`src/rtl/rr_mux_ctrl_if.sv`:
```
// Bundle between the round-robin controller, the two requesting sources
// and the downstream 2:1 multiplexer whose output it captures.
interface rr_mux_ctrl_if #(
  parameter int N = 1
);
  logic         req0;
  logic         req1;
  logic [N-1:0] mux_out;
  logic         sel;
  logic         grant0;
  logic         grant1;
  logic [N-1:0] out;
  logic         out_valid;
  logic [3:0]   count;

  modport master (
    output req0, req1, mux_out,
    input  sel, grant0, grant1, out, out_valid, count
  );

  modport slave (
    input  req0, req1, mux_out,
    output sel, grant0, grant1, out, out_valid, count
  );
endinterface

```
`src/rtl/rr_mux_ctrl.sv`:
```
// Two-source round-robin grant FSM with bounded bursts; drives the mux select
// and registers the multiplexer output during every granted cycle.
module rr_mux_ctrl #(
  parameter int N     = 1,
  parameter int BURST = 4
) (
  input  logic         clk_i,
  input  logic         rst_i,
  rr_mux_ctrl_if.slave mux_if
);

  localparam logic [1:0] S_IDLE   = 2'd0;
  localparam logic [1:0] S_GNT0   = 2'd1;
  localparam logic [1:0] S_GNT1   = 2'd2;
  localparam logic [3:0] CNT_LAST = 4'(BURST - 1);

  logic [1:0]   state_q, state_d;
  logic [3:0]   count_q, count_d;
  logic         last_q, last_d;
  logic [N-1:0] out_q, out_d;
  logic         out_valid_q, out_valid_d;

  logic         in_grant;
  logic         owner;
  logic         own_req;
  logic         other_req;
  logic         grant_end;

  // Arbitration from IDLE: a tie goes to the source that was not served last.
  function automatic logic [1:0] pick_from_idle(input logic r0, input logic r1,
                                                input logic last);
    logic [1:0] nxt;
    nxt = S_IDLE;
    if (r0 && r1)
      nxt = last ? S_GNT0 : S_GNT1;
    else if (r0)
      nxt = S_GNT0;
    else if (r1)
      nxt = S_GNT1;
    return nxt;
  endfunction

  function automatic logic [1:0] gnt_state(input logic src);
    return src ? S_GNT1 : S_GNT0;
  endfunction

  assign in_grant  = (state_q == S_GNT0) || (state_q == S_GNT1);
  assign owner     = (state_q == S_GNT1);
  assign own_req   = owner ? mux_if.req1 : mux_if.req0;
  assign other_req = owner ? mux_if.req0 : mux_if.req1;
  assign grant_end = !own_req || (count_q == CNT_LAST);

  always_comb begin
    state_d = state_q;
    count_d = count_q;
    last_d  = last_q;
    case (state_q)
      S_IDLE: begin
        count_d = 4'd0;
        state_d = pick_from_idle(mux_if.req0, mux_if.req1, last_q);
      end
      S_GNT0, S_GNT1: begin
        if (grant_end) begin
          last_d  = owner;
          count_d = 4'd0;
          if (other_req)
            state_d = gnt_state(!owner);
          else if (own_req)
            state_d = gnt_state(owner);
          else
            state_d = S_IDLE;
        end else begin
          count_d = count_q + 4'd1;
        end
      end
      default: begin
        state_d = S_IDLE;
        count_d = 4'd0;
      end
    endcase
  end

  always_comb begin
    out_d       = in_grant ? mux_if.mux_out : out_q;
    out_valid_d = in_grant;
  end

  // State register: reset restarts arbitration as if from power-up.
  always_ff @(posedge clk_i or posedge rst_i) begin
    if (rst_i) begin
      state_q     <= S_IDLE;
      count_q     <= 4'd0;
      last_q      <= 1'b1;
      out_q       <= '0;
      out_valid_q <= 1'b0;
    end else begin
      state_q     <= state_d;
      count_q     <= count_d;
      last_q      <= last_d;
      out_q       <= out_d;
      out_valid_q <= out_valid_d;
    end
  end

  assign mux_if.grant0    = (state_q == S_GNT0);
  assign mux_if.grant1    = (state_q == S_GNT1);
  assign mux_if.sel       = (state_q == S_GNT1);
  assign mux_if.count     = count_q;
  assign mux_if.out       = out_q;
  assign mux_if.out_valid = out_valid_q;

endmodule

```
`src/flat_wrapper.sv`:
```
// flat-port wrapper written by rule: the top's interface ports become plain ports
module rr_mux_ctrl_flat 
#(
  parameter int N     = 1,
  parameter int BURST = 4
)
  (clk_i, rst_i, mux_if_req0, mux_if_req1, mux_if_mux_out, mux_if_sel, mux_if_grant0, mux_if_grant1, mux_if_out, mux_if_out_valid, mux_if_count);
  rr_mux_ctrl_if #(.N(N)) mux_if_i ();
  input  logic clk_i;
  input  logic rst_i;
  input wire logic [$bits(mux_if_i.req0)-1:0] mux_if_req0;
  input wire logic [$bits(mux_if_i.req1)-1:0] mux_if_req1;
  input wire logic [$bits(mux_if_i.mux_out)-1:0] mux_if_mux_out;
  output wire logic [$bits(mux_if_i.sel)-1:0] mux_if_sel;
  output wire logic [$bits(mux_if_i.grant0)-1:0] mux_if_grant0;
  output wire logic [$bits(mux_if_i.grant1)-1:0] mux_if_grant1;
  output wire logic [$bits(mux_if_i.out)-1:0] mux_if_out;
  output wire logic [$bits(mux_if_i.out_valid)-1:0] mux_if_out_valid;
  output wire logic [$bits(mux_if_i.count)-1:0] mux_if_count;
  assign mux_if_i.req0 = mux_if_req0;
  assign mux_if_i.req1 = mux_if_req1;
  assign mux_if_i.mux_out = mux_if_mux_out;
  assign mux_if_sel = mux_if_i.sel;
  assign mux_if_grant0 = mux_if_i.grant0;
  assign mux_if_grant1 = mux_if_i.grant1;
  assign mux_if_out = mux_if_i.out;
  assign mux_if_out_valid = mux_if_i.out_valid;
  assign mux_if_count = mux_if_i.count;
  rr_mux_ctrl #(.N(N), .BURST(BURST)) u_core (.clk_i(clk_i), .rst_i(rst_i), .mux_if(mux_if_i));
endmodule
```
`config.mk`:
```
export PLATFORM = sky130hd
export DESIGN_NAME = rr_mux_ctrl_flat
export DESIGN_NICKNAME = d
export VERILOG_FILES = /design/src/rtl/rr_mux_ctrl_if.sv /design/src/rtl/rr_mux_ctrl.sv /design/src/flat_wrapper.sv
export SDC_FILE = /design/constraint.sdc
export NUM_CORES = 1
export LEC_CHECK = 0
export BUFFER_PORTS_ARGS = -buffer_cell sky130_fd_sc_hd__buf_4
export CORE_AREA = 4 4 41 43
export DETAILED_ROUTE_END_ITERATION = 16
export DIE_AREA = 0 0 45 47
export PLACE_DENSITY_LB_ADDON = 0.1
export SYNTH_ARGS = -nofsm -noshare
export SYNTH_HDL_FRONTEND = slang
export SYNTH_SLANG_ARGS = --single-unit
```
`constraint.sdc`:
```
create_clock -name clk_i -period 1.8 [get_ports clk_i]
set_input_delay 0.09 -clock clk_i [delete_from_list [all_inputs] [get_ports clk_i]]
set_output_delay 0.09 -clock clk_i [all_outputs]
set_load 0.05 [all_outputs]
```
==> Word level (Yosys, flattened, before mapping) <==
Cells that the tools add are included.
{ "word_totals": {"reg_bits": 9, "output_inout_bits": 9, "inputBits": 5, "elab_cells": 31} }
{ "op_classes": {"n_reduce_logical": 7, "eq_ne": 4, "muxes": 14, "add_sub_neg": 1} }
{ "ops": {"columns": ["operator", "n"], "rows": [
  ["two-way mux 2 bit", 9],
  ["two-way mux 4 bit", 2],
  ["adder 4 x 1 -> 4 bit (second input constant)", 1],
  ["== test 4 x 2 -> 1 bit (second input constant)", 1],
  ["one-hot mux 2 bit (2 select lines)", 1],
  ["== test 2 x 1 -> 1 bit (second input constant)", 1],
  ["== test 2 bit (second input constant)", 1],
  ["logical NOT 2 bit", 1],
  ["logical OR 1 bit", 2],
  ["two-way mux 1 bit", 2],
  ["!= test 2 x 1 -> 1 bit (second input constant)", 1],
  ["AND reduction 2 bit", 1],
  ["OR reduction 2 bit", 1],
  ["logical AND 1 bit", 1],
  ["logical NOT 1 bit", 1]
]} }

==> Longest topological paths before layout <==
{ "logic_depth": {"depth_word": 6, "mapped_depth": 5, "depth_no_buf": 5} }

==> Worst setup path before layout <==
No wires, ideal clock.
{ "synth_timing": {"path_kind": "reg-to-reg", "from": "register u_core.count_q[0] (netlist: u_core.mux_if.count[0])", "to": "register u_core.last_q", "required_ns": 1.718, "path_slack_ns": -0.012, "synth_period_minus_slack_ns": 1.812, "setup_ns": 0.082, "arrival_time_ns": 1.729, "path_stages_with_launch": 5, "path_buffers": 0, "cell_sequence": "dfrtp_1 -> ha_1 -> or3b_4 -> a21boi_2 -> mux2_2"} }
{ "synth_between": {"elab_chain_len": 3} }
{ "synth_rtl": {"columns": ["item", "line", "source"], "rows": [
  ["from (decl)", "rr_mux_ctrl.sv:18", "logic [3:0] count_q, count_d;"],
  ["from (signal assigned)", "rr_mux_ctrl.sv:98", "count_q <= count_d;"],
  ["== test 4 x 2 -> 1 bit", "rr_mux_ctrl.sv:51", "assign grant_end = !own_req || (count_q == CNT_LAST);"],
  ["logical OR 1 bit", "rr_mux_ctrl.sv:51", null],
  ["AND reduction 2 bit (no line)", null, null],
  ["to (signal assigned)", "rr_mux_ctrl.sv:99", "last_q <= last_d;"],
  ["to (decl)", "rr_mux_ctrl.sv:19", "logic last_q, last_d;"]
]} }
Every way passes these cells.
A chain may end at the register's enable or synchronous reset.

==> Final worst setup path <==
{ "layout_timing": {"from": "register u_core.state_q[0]", "to": "register u_core.state_q[0]"} }
{ "layout_between": {"elab_chain_len": 6, "elab_cells_between_ends": 15, "cone_classes": "eq/ne: 3; mux: 8; reduce/logical: 4"} }
{ "layout_rtl": {"columns": ["item", "line", "source"], "rows": [
  ["from (decl)", "rr_mux_ctrl.sv:17", "logic [1:0] state_q, state_d;"],
  ["from (signal assigned)", "rr_mux_ctrl.sv:97", "state_q <= state_d;"],
  ["== test 2 bit", "rr_mux_ctrl.sv:48, rr_mux_ctrl.sv:57", null],
  ["two-way mux 2 bit / two-way mux 1 bit (equally long branches)", "rr_mux_ctrl.sv:44, rr_mux_ctrl.sv:49", null],
  ["two-way mux 2 bit", "rr_mux_ctrl.sv:68", "else if (own_req)"],
  ["two-way mux 2 bit", "rr_mux_ctrl.sv:66", "if (other_req)"],
  ["two-way mux 2 bit", "rr_mux_ctrl.sv:63", "if (grant_end) begin"],
  ["one-hot mux 2 bit (2 select lines)", "rr_mux_ctrl.sv:57", "case (state_q)"]
]} }
Parallel ways exist; a longest one is shown, timed or not. The select of a mux whose other input is x is not followed.

==> metrics.md <==
| Metric | Value |
|---|---|
| Clk buf depth | `2` |
| Status | `completed` |
| Number of synthesized register bits | `9` |
| Max Clock Freq | `616 MHz` |
| Dpl hpwl | `724 µm` |
| Post-synthesis sequential area ratio | `0.437` |
| Post-Synthesis Cells | `47` |
| TritonCTS sink count | `9` |
| Worst min path class | `input port to register` |
| H-tree depth | `1` |
| Final period util | `0.901` |
| Nets | `76` |
| Critical R2R Capture | `u_core.state_q[0]` |
| Routed len/inst | `11.3 µm` |
| Synth warnings | `0` |
| Die ar. | `2120 µm²` |
| DRT Wirelength | `895 µm` |
| Multiplexer share of the synthesized area | `0.0845` |
| Worst reg2reg path startpoint | `u_core.state_q[0]` |
| Hold_sp | `mux_if_mux_out` |
| Crit path kind | `register to register` |
| Area grow syn2layout | `28.5%` |
| Post-Place Cell Area | `629 µm²` |
| Ranking of synthesized cells by area | `dfrtp_1 (39%), ha_1 (14%), mux2_2 (6.5%)` |
| Slowest-stage cell, CP | `dfrtp_1` |
| Clk root buf | `clkbuf_4` |
| CTS tree | `built` |
| Layout cells sized above 1 | `0.375` |
| Final setup fails | `0` |
| Vias in the first global route | `374` |
| Number of post-CTS setup repair buffers | `0` |
| GRT Total Usage | `0.102` |
| DR vias/cell | `4.99` |
| Hold_ws | `0.0675 ns` |
| CP arrival | `1.79 ns` |
| XOR/XNOR Fraction of Synth Area | `0.0338` |
| Row count | `13` |
| Initial antenna violation count | `0` |
| Largest family of logic cells by synthesized area | `simple AND/OR/NAND/NOR gates` |
| Startpoint Class | `register` |
| Worst path cell trace | `inv_1 > ha_1 > mux2_2 > nand3_1 > mux2i_1` |
| Clock skew | `0.00884 ns` |
| CORE AREA | `1300 µm²` |
| ANT cells | `0` |
| Starting Density | `0.398` |
| IO Count | `14` |
| CP Buf/Inv Count | `1` |
| P_leak | `0.332 nW` |
| Count of antenna-violating nets left after detailed routing | `0` |
| Syn Std Cell Area | `518 µm²` |
| Post-synthesis net count | `58` |
| DRT iter0 DRCs | `0` |
| Drt first pass iters | `1` |
| Max incr delay on CP | `0.40 ns` |
| Simple-gate share of the synthesized area | `0.169` |
| Compound-cell area share of the yosys netlist | `0.0797` |
| Yosys top cell by area | `dfrtp_1` |
| Max_cap viols | `0` |
| Port bufs | `13` |
| RSZ-0062 raised after global routing | `false` |
| DRC Markers | `0` |
| TritonCTS Buffers | `3` |
| Fin crit period | `1.62 ns` |
| Via count | `394` |
| Data required time of the worst path | `1.97 ns` |
| Worst-Skew Late Latency | `0.26 ns` |
| PwrDens | `1810 nW/µm²` |
| Pin count of the biggest net entering global routing | `10` |
| Worst VDD drop | `1.00 mV` |
| Distinct cell type count after synthesis | `22` |
| Setup TNS | `0 ns` |
| Clk pin slew, worst setup/hold paths | `0.05 ns` |
| Final Instance Area | `666 µm²` |
| Final Hold Viols | `0` |
| Slew Limit Fails | `0` |
| Adder-cell share of the synthesized area | `0.145` |
| First-pass GRT wire length | `1460 µm` |
| CP Capture Type | `register` |
| Syn avg cell area | `11.0 µm²` |
| R2r setup slk | `0.18 ns` |
| Die W | `45 µm` |
| FF-to-FF path depth | `5` |
| Crit path max-delay family | `multiplexers` |
| Hold Path Cell Cnt | `2` |
| Proportion of netlist area held by the largest area contributor | `0.386` |
| DIE HEIGHT | `47 µm` |
| Max transition margin | `0.781` |
| Worst Tran Pin Value | `0.328 ns` |
| Placer congestion estimate | `0.778` |
| Hold Path End | `u_core.mux_if.out` |
| GRT overflow | `0` |
| Maximum fanout along the worst path | `6` |
## power breakdown
part,switching [W],internal (W)
Clock,0.0000680,0.0000852
Combinational,0.000459,0.000267
Sequential,0.0000452,0.000282
## worst max-delay path by stage
stage	depth (start not counted)	startpoint	to	slack (ns)
floorplan	4	u_core.mux_if.count[0]	u_core.last_q	0.15
global placement	5	u_core.state_q[0]	u_core.state_q[0]	0.18
detailed placement	5	u_core.state_q[0]	u_core.state_q[0]	0.17
CTS	5	u_core.state_q[0]	u_core.state_q[0]	0.16
global route	5	u_core.state_q[0]	u_core.state_q[0]	0.06
finish	5	u_core.state_q[0]	u_core.state_q[0]	0.18
## cells by family (layout without fill, tap and decap cells)
| family | count (synthesis) | after routing |
|---|---|---|
| flops | 9 | 9 |
| xor+xnor | 2 | 2 |
| simple gates | 15 | 15 |
| buf+inv | 6 | 23 |
| compound gates | 5 | 5 |
| fa+ha+maj | 6 | 6 |
| mux | 4 | 4 |
## synthesized netlist by cell type, drive strengths merged
cell type and instances:
a31oi 1, a32oi 1, xnor2 1, inv 5, o21bai 1, buf 1, a21boi 1, nor2 4
nand2 1, nor2b 3, nand3 3, dfstp 1, and4 1, mux2 3, xor2 1, and3b 1
ha 6, dfrtp 8, nand2b 1, or3b 1, o211ai 1, mux2i 1
## through the flow
stage               setup slack, ns  utilization  std cells  power, W
finish                        0.177        0.512         79   0.00121
global route                 0.0621        0.512         79   0.00130
CTS                           0.161        0.512         79   0.00123
detailed placement            0.173        0.484         74   0.00106
global placement              0.180        0.484         74   0.00106
floorplan                     0.147            -         47  0.000891
## sequential cells by signal, indices dropped and copies added, names as in the netlist
register / flops
u_core.state_q: 2
u_core.last_q: 1
u_core.mux_if.out_valid: 1
u_core.mux_if.out: 1
u_core.mux_if.count: 4
## timing repair
action,CTS,global route
hold buffers,1,0
hold endpoints to repair,8,0
endpoints found under the setup margin,0,0
gates resized for setup,0,0
## layer usage
layer	GRT usage	vias to the layer above	routed length, µm
met4	0.0877	0	5
met1	0.111	183	375
met5	0	-	0
li1	-	195	-
met2	0.144	14	433
met3	0.0575	2	81
## cell usage in the layout, fill, tap and decap left out
cell	netlist	layout
a21boi_2	1	1
a31oi_1	1	1
a32oi_1	1	1
and3b_1	1	1
and4_1	1	1
buf_4	1	13
clkbuf_1	0	1
clkbuf_4	0	3
dfrtp_1	8	6
dfrtp_2	0	2
dfstp_2	1	1
dlygate4sd3_1	0	1
ha_1	6	6
inv_1	5	5
mux2_2	3	3
mux2i_1	1	1
nand2_1	1	1
nand2b_1	1	1
nand3_1	3	3
nor2_1	4	4
nor2b_1	3	3
o211ai_1	1	1
o21bai_1	1	1
or3b_4	1	1
xnor2_1	1	1
xor2_1	1	1
## area by class of cell
cell class              instances  area (µm²)
clock buffers                   4        26.3
flip-flops and latches          9         229
repair buffers                 14         108
multi-input cells              32         265
well taps                      15        18.8
inverters                       5        18.8
fillers                       130         636
No activity file was read; power rests on OpenSTA's default activity.
